[config.mk]
export PLATFORM = sky130hd
export DESIGN_NAME = ir_queue_flat
export DESIGN_NICKNAME = d
export VERILOG_FILES = /design/src/rtl/ir_pkg.sv /design/src/rtl/ir_queue_if.sv /design/src/rtl/ir_fifo_core.sv /design/src/rtl/ir_queue.sv /design/src/flat_wrapper.sv
export SDC_FILE = /design/constraint.sdc
export NUM_CORES = 1
export LEC_CHECK = 0
export CORE_MARGIN = 2
export CORE_UTILIZATION = 49
export CTS_CLUSTER_SIZE = 16
export DETAILED_ROUTE_END_ITERATION = 10
export PLACE_DENSITY_LB_ADDON = 0.05
export SKIP_LAST_GASP = 1
export SYNTH_ARGS = -nofsm -noshare
export SYNTH_HDL_FRONTEND = slang
export SYNTH_HIERARCHICAL = 1
export SYNTH_SLANG_ARGS = --single-unit
[constraint.sdc]
create_clock -name clk -period 2.9 [get_ports clk]
set_clock_uncertainty 0.1 [all_clocks]
set_input_delay 0.87 -clock clk [delete_from_list [all_inputs] [get_ports clk]]
set_output_delay 0.87 -clock clk [all_outputs]
set_load 0.01 [all_outputs]
[src/rtl/ir_pkg.sv]
// Shared definitions for the instruction-register path.
//   IR_DATA_W / IR_OPC_W : default instruction word and opcode field widths.
//   ir_opcode(word)      : opcode field, taken from the MSBs of a word.
//   ir_operand(word)     : operand field, the bits below the opcode.
// The helpers work on default-width words and are shared with the
// sequencer and the decoder.
package ir_pkg;

  localparam int IR_DATA_W = 16;
  localparam int IR_OPC_W  = 4;

  function automatic logic [IR_OPC_W-1:0] ir_opcode(input logic [IR_DATA_W-1:0] word);
    return word[IR_DATA_W-1 -: IR_OPC_W];
  endfunction

  function automatic logic [IR_DATA_W-IR_OPC_W-1:0] ir_operand(input logic [IR_DATA_W-1:0] word);
    return word[IR_DATA_W-IR_OPC_W-1:0];
  endfunction

endpackage

[src/rtl/ir_queue_if.sv]
// Bundle between the shared bus / control sequencer and the instruction queue.
//   master : the bus and sequencer side; drives bus, ir_write, ir_next, flush
//            and observes the head instruction and the status flags.
//   slave  : the queue itself.
// Handshake: a word is accepted at a rising edge where ir_write = 1 and the
// queue is not full (or a pop is accepted in the same cycle); the head is
// consumed at a rising edge where ir_next = 1 and ir_valid = 1. There is no
// back-pressure wire: a push that cannot be accepted is dropped and
// recorded in the sticky ovf flag. flush overrides both requests.
interface ir_queue_if
  import ir_pkg::*;
#(
  parameter int DATA_W = IR_DATA_W,
  parameter int OPC_W  = IR_OPC_W,
  parameter int DEPTH  = 4
) ();

  logic [DATA_W-1:0]          bus;
  logic                       ir_write;
  logic                       ir_next;
  logic                       flush;
  logic [DATA_W-1:0]          ir_out;
  logic [OPC_W-1:0]           opcode;
  logic [DATA_W-OPC_W-1:0]    operand;
  logic                       ir_valid;
  logic                       full;
  logic [$clog2(DEPTH+1)-1:0] count;
  logic                       ovf;

  modport master (
    output bus, ir_write, ir_next, flush,
    input  ir_out, opcode, operand, ir_valid, full, count, ovf
  );

  modport slave (
    input  bus, ir_write, ir_next, flush,
    output ir_out, opcode, operand, ir_valid, full, count, ovf
  );

endinterface

[src/rtl/ir_fifo_core.sv]
// Storage, pointers and occupancy for the prefetch queue.
//   clk, rst : clock and asynchronous active-low reset.
//   clear    : synchronous discard of every entry; beats push and pop.
//   push     : write request for wr_data.
//   pop      : consume request for the head entry.
//   rd_data  : raw storage at the read pointer (not qualified by empty).
//   count    : occupied entries; full / empty derived from it.
//   pop_ok   : a pop is being accepted this cycle.
// Occupancy is held in count rather than derived from pointers, so the
// pointers are plain $clog2(DEPTH)-bit counters that wrap on their own.
module ir_fifo_core #(
  parameter int DATA_W = 16,
  parameter int DEPTH  = 4
) (
  input  logic                       clk,
  input  logic                       rst,
  input  logic                       clear,
  input  logic                       push,
  input  logic                       pop,
  input  logic [DATA_W-1:0]          wr_data,
  output logic [DATA_W-1:0]          rd_data,
  output logic [$clog2(DEPTH+1)-1:0] count,
  output logic                       full,
  output logic                       empty,
  output logic                       pop_ok
);

  localparam int PTR_W = $clog2(DEPTH);
  localparam int CNT_W = $clog2(DEPTH+1);
  localparam logic [CNT_W-1:0] DEPTH_C = CNT_W'(DEPTH);

  logic [DATA_W-1:0] storage [DEPTH];
  logic [PTR_W-1:0]  wr_ptr;
  logic [PTR_W-1:0]  rd_ptr;
  logic              push_ok;

  assign empty   = (count == '0);
  assign full    = (count == DEPTH_C);
  assign pop_ok  = pop && !empty;
  // A full queue still takes a word when the head leaves in the same cycle.
  assign push_ok = push && (!full || pop_ok);
  assign rd_data = storage[rd_ptr];

  always_ff @(posedge clk or negedge rst) begin
    if (!rst) begin
      wr_ptr  <= '0;
      rd_ptr  <= '0;
      count   <= '0;
      storage <= '{default: '0};
    end else if (clear) begin
      wr_ptr <= '0;
      rd_ptr <= '0;
      count  <= '0;
    end else begin
      if (push_ok) begin
        storage[wr_ptr] <= wr_data;
        wr_ptr          <= wr_ptr + 1'b1;
      end
      if (pop_ok) begin
        rd_ptr <= rd_ptr + 1'b1;
      end
      case ({push_ok, pop_ok})
        2'b10:   count <= count + 1'b1;
        2'b01:   count <= count - 1'b1;
        default: count <= count;
      endcase
    end
  end

endmodule

[src/rtl/ir_queue.sv]
// Instruction register backed by a DEPTH-entry prefetch FIFO.
//   clk, rst : clock and asynchronous active-low reset.
//   q        : slave side of ir_queue_if -- bus word, push (ir_write),
//              pop (ir_next), flush; head word ir_out split into opcode and
//              operand, ir_valid, full, count and the sticky overflow ovf.
// The head is shown combinationally from registered storage, so a word
// pushed into an empty queue appears the cycle after its push edge.
module ir_queue
  import ir_pkg::*;
#(
  parameter int DATA_W = IR_DATA_W,
  parameter int OPC_W  = IR_OPC_W,
  parameter int DEPTH  = 4
) (
  input logic     clk,
  input logic     rst,
  ir_queue_if.slave q
);

  logic [DATA_W-1:0] head;
  logic              empty;
  logic              pop_ok;
  logic              ovf_r;

  ir_fifo_core #(
    .DATA_W (DATA_W),
    .DEPTH  (DEPTH)
  ) u_core (
    .clk     (clk),
    .rst     (rst),
    .clear   (q.flush),
    .push    (q.ir_write),
    .pop     (q.ir_next),
    .wr_data (q.bus),
    .rd_data (head),
    .count   (q.count),
    .full    (q.full),
    .empty   (empty),
    .pop_ok  (pop_ok)
  );

  // A push is dropped only when full with no pop freeing a slot; flush
  // clears the flag and also masks any drop in the same cycle.
  always_ff @(posedge clk or negedge rst) begin
    if (!rst) begin
      ovf_r <= 1'b0;
    end else if (q.flush) begin
      ovf_r <= 1'b0;
    end else if (q.ir_write && q.full && !pop_ok) begin
      ovf_r <= 1'b1;
    end
  end

  // Stale storage must never leak out, so the head reads 0 when empty.
  assign q.ir_valid = !empty;
  assign q.ir_out   = empty ? '0 : head;
  assign q.opcode   = q.ir_out[DATA_W-1 -: OPC_W];
  assign q.operand  = q.ir_out[DATA_W-OPC_W-1:0];
  assign q.ovf      = ovf_r;

endmodule

[src/flat_wrapper.sv]
// flat-port wrapper written by rule: the top's interface ports become plain ports
module ir_queue_flat import ir_pkg::*;
#(
  parameter int DATA_W = IR_DATA_W,
  parameter int OPC_W  = IR_OPC_W,
  parameter int DEPTH  = 4
)
  (clk, rst, q_bus, q_ir_write, q_ir_next, q_flush, q_ir_out, q_opcode, q_operand, q_ir_valid, q_full, q_count, q_ovf);
  ir_queue_if #(.DATA_W(DATA_W), .OPC_W(OPC_W), .DEPTH(DEPTH)) q_i ();
  input logic clk;
  input logic rst;
  input wire logic [$bits(q_i.bus)-1:0] q_bus;
  input wire logic [$bits(q_i.ir_write)-1:0] q_ir_write;
  input wire logic [$bits(q_i.ir_next)-1:0] q_ir_next;
  input wire logic [$bits(q_i.flush)-1:0] q_flush;
  output wire logic [$bits(q_i.ir_out)-1:0] q_ir_out;
  output wire logic [$bits(q_i.opcode)-1:0] q_opcode;
  output wire logic [$bits(q_i.operand)-1:0] q_operand;
  output wire logic [$bits(q_i.ir_valid)-1:0] q_ir_valid;
  output wire logic [$bits(q_i.full)-1:0] q_full;
  output wire logic [$bits(q_i.count)-1:0] q_count;
  output wire logic [$bits(q_i.ovf)-1:0] q_ovf;
  assign q_i.bus = q_bus;
  assign q_i.ir_write = q_ir_write;
  assign q_i.ir_next = q_ir_next;
  assign q_i.flush = q_flush;
  assign q_ir_out = q_i.ir_out;
  assign q_opcode = q_i.opcode;
  assign q_operand = q_i.operand;
  assign q_ir_valid = q_i.ir_valid;
  assign q_full = q_i.full;
  assign q_count = q_i.count;
  assign q_ovf = q_i.ovf;
  ir_queue #(.DATA_W(DATA_W), .OPC_W(OPC_W), .DEPTH(DEPTH)) u_core (.clk(clk), .rst(rst), .q(q_i));
endmodule
; ---- After elaboration in Yosys (flattened, before gate mapping)
; Cells that the tools add are included.
[totals]
elab_cells = 51
input_bits = 21
register_bits = 72
output_inout_bits = 38
[classes]
mux = 15
n_eq_ne = 3
bitwise_logic = 3
n_addsub = 4
n_lt_le_gt_ge = 3
n_reduce_logical = 15
[op_table]
columns = operator, n
row1 = $bwmux 64, 1
row2 = $mux 16, 4
row3 = $bmux 16 s2, 1
row4 = $demux 16 s2, 1
row5 = $mux 2, 4
row6 = $ge 3x3->1 const B, 2
row7 = $not 2->3, 2
row8 = $pmux 3 s2, 1
row9 = $reduce_bool 2->1, 3
row10 = $logic_and 1x1->1, 5
row11 = $add 2x1->2 const B, 2
row12 = $add 3x1->3 const B, 1
row13 = $eq 3x3->1 const B, 1
row14 = $logic_not 1->1, 3
row15 = $logic_not 3->1, 1
row16 = $lt 3x1->1 const B, 1
row17 = $mux 3, 1
row18 = $reduce_bool 3->1, 1
row19 = $sub 3x1->3 const B, 1
row20 = $eq 2x1->1 const B, 1
row21 = $eq 2x2->1 const B, 1
row22 = $mux 1, 2
row23 = $reduce_and 2->1, 1
row24 = $logic_or 1x1->1, 1
row25 = $not 1->1, 1

; ---- Logic depth before layout (Yosys ltp)
[logic_depth]
word_depth = 8
depth_mapped = 7
ltp_nobuf = 6

; ---- Hierarchy
; Netlist, hierarchy kept.
[by_module_without_submodules]
columns = module, cells_each, seq_area_each_um2, area_per_inst_um2, n_inst
row1 = ir_fifo_core, 201, 1776.7, 3281.9, 1
row2 = ir_queue, 38, 25.0, 294.0, 1

; ---- Worst setup path before layout
; Ideal clock, no wire load.
[synth_timing]
kind = flip-flop to output port
start = register u_core.u_core.rd_ptr[0]
end = output port q_opcode[1]
slack_ns = 0.183
stages_incl_launch_ff = 6
path_buffers = 3
arrival_time_ns = 1.747
required_ns = 1.930
path_cell_list = dfrtp_1 -> buf_2 -> buf_2 -> mux4_2 -> and2b_2 -> buf_4
[synth_between]
elab_chain_len = 5
[synth_lines]
columns = item, line
row1 = start: declaration, ir_fifo_core.sv:34  ; logic [PTR_W-1:0] rd_ptr;
row2 = start signal: assignment, ir_fifo_core.sv:60  ; rd_ptr <= rd_ptr + 1'b1;
row3 = $not 2->3 (implied by the code), ir_fifo_core.sv:42  ; assign rd_data = storage[rd_ptr];
row4 = $bmux 16 s2, ir_fifo_core.sv:42
row5 = $mux 16 (implied by the code) (2 in series), ir_fifo_core.sv:42
row6 = named net u_core.head[13], ir_queue.sv:20  ; logic [DATA_W-1:0] head;
row7 = $mux 16, ir_queue.sv:56  ; assign q.ir_out = empty ? '0 : head;
row8 = end: declaration, flat_wrapper.sv:17  ; output wire logic [$bits(q_i.opcode)-1:0] q_opcode;
; The timed path passes the listed nets, and every way through them passes these cells. The select of a mux whose other input is x is not followed.

; ---- Final worst setup path
[layout_timing]
start = register u_core.u_core.rd_ptr[0]
end = output port q_ir_out[10]
[layout_between]
elab_chain_len = 5
[layout_lines]
columns = item, line
row1 = $not 2->3 (implied by the code), ir_fifo_core.sv:42
row2 = $bmux 16 s2, ir_fifo_core.sv:42
row3 = $mux 16 (implied by the code) (2 in series), ir_fifo_core.sv:42
row4 = named net u_core.head[10], ir_queue.sv:20
row5 = $mux 16, ir_queue.sv:56
row6 = end: declaration, flat_wrapper.sv:16  ; output wire logic [$bits(q_i.ir_out)-1:0] q_ir_out;
; The timed path passes the listed nets, and every way through them passes these cells. The select of a mux whose other input is x is not followed.

==> qor.txt <==
largest family of logic cells by synthesized area -> multiplexers
total track usage -> 0.186
post-synthesis mux area share -> 0.316
startpoint types -> flop
Max VDD drop -> 0.378 mV
R2R Setup Slk -> 0.38 ns
Non-Filler Instances -> 407
most frequent cells in the layout -> 71 x dfrtp_1, 62 x mux2_2, 25 x clkdlybuf4s50_1, 16 x mux4_2, 15 x buf_4
worst hold start -> u_core/u_core/storage[30]
post-synthesis net count -> 265
number of buffers created by CTS -> 9
Starting Density -> 0.498
worst reg-to-reg path cell count -> 6
Placed Cells -> 389
largest net degree at the start of global routing -> 73
P per Cell Area -> 920 mW/mm2
Slew Viols, Final -> 0
grt ovf -> 0
critical path arrival -> 1.87 ns
hold crit path type -> flop to flop
placed instance area -> 0.00430 mm2
H-tree depth -> 3
Max Cap Violations -> 0
PnR worst setup slack -> 0.0616 ns
CTS root buffer -> clkbuf_8
commonest non-fill, non-tap cell in the layout -> dfrtp_1
post-layout util -> 0.623
Tmin final -> 2.84 ns
xor-xnor portion of the synthesized cell area -> 0.00735
Sink Count -> 72
top cell type's share of synthesized area -> 0.504
pre-CTS WS -> -0.314 ns
Post-Syn Area -> 0.00358 mm2
Crit. End Element -> output port
Final #Nets -> 330
gp weighted congestion -> 0.826
Yosys reg bits -> 72
core area -> 0.00718 mm2
Rel. slew slack -> 0.730
Post-Synth Simple-Gate Area -> 0.0693
Ant. Diodes -> 0
hold_buf cts -> 0
final worst path period share -> 0.979
CTS tree -> done
Yosys warning total -> 6
fraction of the mapped netlist area in adder cells -> 0.0196
final hold vios -> 0
Ports -> 59
area added between synthesis and finish -> 25.1%
DRC Markers -> 0
die area -> 0.00800 mm2
die width -> 89.4 um
Leakage -> 1.98 nW
first drt pass iteration count -> 4
Max Fclk -> 0.352 GHz
Crit Path Max Fanout -> 5
setup violators final -> 0
vias in the first global route -> 2130
share of layout cells above drive strength 1 -> 0.503
antenna violations before repair -> 0
clock buffer depth -> 2
Syn Area/Cell -> 15.0 um2
Final ANT Viol Nets -> 0
Worst-Margin Slew -> 0.405 ns
Compound-Gate Fraction of Synth Area -> 0.0224
port bufs -> 58
WL per Instance -> 16.7 um
Worst-Skew Late Latency -> 0.34 ns
worst flop-to-flop path startpoint -> u_core/u_core/count[2]
WHS Endpoint -> u_core/u_core/storage[30]
status -> completed
final instance area -> 0.00447 mm2
DRT Wirelength -> 6780 um
initial DRC count -> 95
sequential area share after synthesis -> 0.504
vias post-DR -> 2113
top cells by area, synth -> dfrtp_1 50%, mux2_2 20%, mux4_2 10%
Hold Path Cell Cnt -> 1
Cells after Synth -> 239
row count -> 31
unrepaired setup endpoints after global routing -> yes
CP Data Required Time -> 1.93 ns
via/cell ratio -> 5.19
Die Ht -> 89.4 um
leading area contributor after synthesis -> dfrtp_1
worst flop-to-flop path endpoint -> u_core/u_core/count[2]
first-pass GRT wire length -> 10800 um
critical path type -> flop to output port
Distinct cells, synth -> 31
Detail Placement HPWL -> 4280 um
clock-pin transition on the worst setup and hold timing paths -> 0.08 ns
==> critical path, stage by stage, from the launching register on <==
cell and delay [ns]:
dfrtp_2 0.40, buf_6 0.13, buf_16 0.12, mux4_2 0.50, nor2b_1 0.16, clkdlybuf4s15_1 0.23
==> how the worst max path moves through the flow <==
stage | from | endpoint | slack, ns | cells after the start
after floorplan | u_core/u_core/rd_ptr[0] | q_opcode[1] | 0.18 | 5
after global placement | q_ir_next | u_core/u_core/count[2] | -0.26 | 7
after detailed placement | q_ir_next | u_core/u_core/count[2] | -0.31 | 7
after CTS | u_core/u_core/rd_ptr[0] | q_operand[1] | -0.09 | 4
after global routing | u_core/u_core/rd_ptr[0] | q_ir_out[10] | -0.02 | 5
final | u_core/u_core/rd_ptr[0] | q_ir_out[10] | 0.06 | 5
==> synthesized netlist by cell type <==
master,instances
inv_1,5
ha_1,4
nand2_1,2
o31a_2,1
nor3_1,2
or3_2,1
dfrtp_1,72
clkbuf_1,3
nor3b_2,4
xor2_1,1
buf_6,5
nor2b_1,11
a31oi_1,1
and2b_2,7
fa_1,1
nand3b_1,1
mux2_4,4
a21oi_1,1
mux2_2,62
mux4_2,16
clkbuf_2,1
nor2_1,7
a211o_1,1
xnor2_1,2
mux2i_1,1
buf_2,2
o21bai_1,2
buf_4,16
o41ai_4,1
or3b_2,1
o211ai_1,1
==> per-stage QoR <==
step,power [mW],TNS (ns),hold slack (ns)
floorplan,2.79,0,0.375
global placement,3.48,-0.263,0.384
detailed placement,3.51,-0.314,0.390
CTS,4.18,-1.13,0.407
global route,4.40,-0.0239,0.424
finish,4.11,0,0.404
==> kinds of logic after synthesis <==
family	Yosys count
multiplexers	83
flip-flops	72
AND/OR/NAND/NOR	36
buffers and inverters	32
AO/OA/AOI/OAI	8
adder cells (fa/ha/maj)	5
XOR/XNOR	3
==> what timing repair did <==
| action | in CTS | in global routing |
|---|---|---|
| cloned | 1 | 0 |
| pin swaps | 0 | 2 |
| gates resized for setup | 41 | 38 |
| endpoints found under the setup margin | 32 | 24 |
| buffers inserted | 1 | 1 |
==> layout make-up <==
| type | instances | area, um2 |
|---|---|---|
| fill | 588 | 2700 |
| sequential | 72 | 1800 |
| multi-input combinational | 135 | 1580 |
| timing repair buffer | 81 | 748 |
| clock buffer | 10 | 138 |
| tap | 99 | 124 |
| clock inverter | 5 | 57.6 |
| inverter | 5 | 18.8 |
==> per-layer routing <==
metal  GRT usage  wire length [um]  vias to the layer above  part of all wire
met2       0.284              3260                       41              0.48
li1            -                 -                      967                 -
met5           0                 0                        -                 0
met1       0.262              3250                     1101              0.48
met3      0.0379               240                        4             0.035
met4      0.0760                39                        0            0.0058
==> sequential cells by signal, indices dropped and copies added (netlist names) <==
| register | flops |
|---|---|
| u_core/u_core/storage | 64 |
| u_core/u_core/rd_ptr | 2 |
| u_core/u_core/count | 3 |
| u_core/q.ovf | 1 |
| u_core/u_core/wr_ptr | 2 |
==> power by group <==
group	leakage, nW	internal (mW)	switching (mW)
Combinational	0.983	1.07	0.705
Sequential	0.903	1.36	0.189
Clock	0.0904	0.414	0.371
Total	1.98	2.85	1.26
No activity file was read; power rests on OpenSTA's default activity.
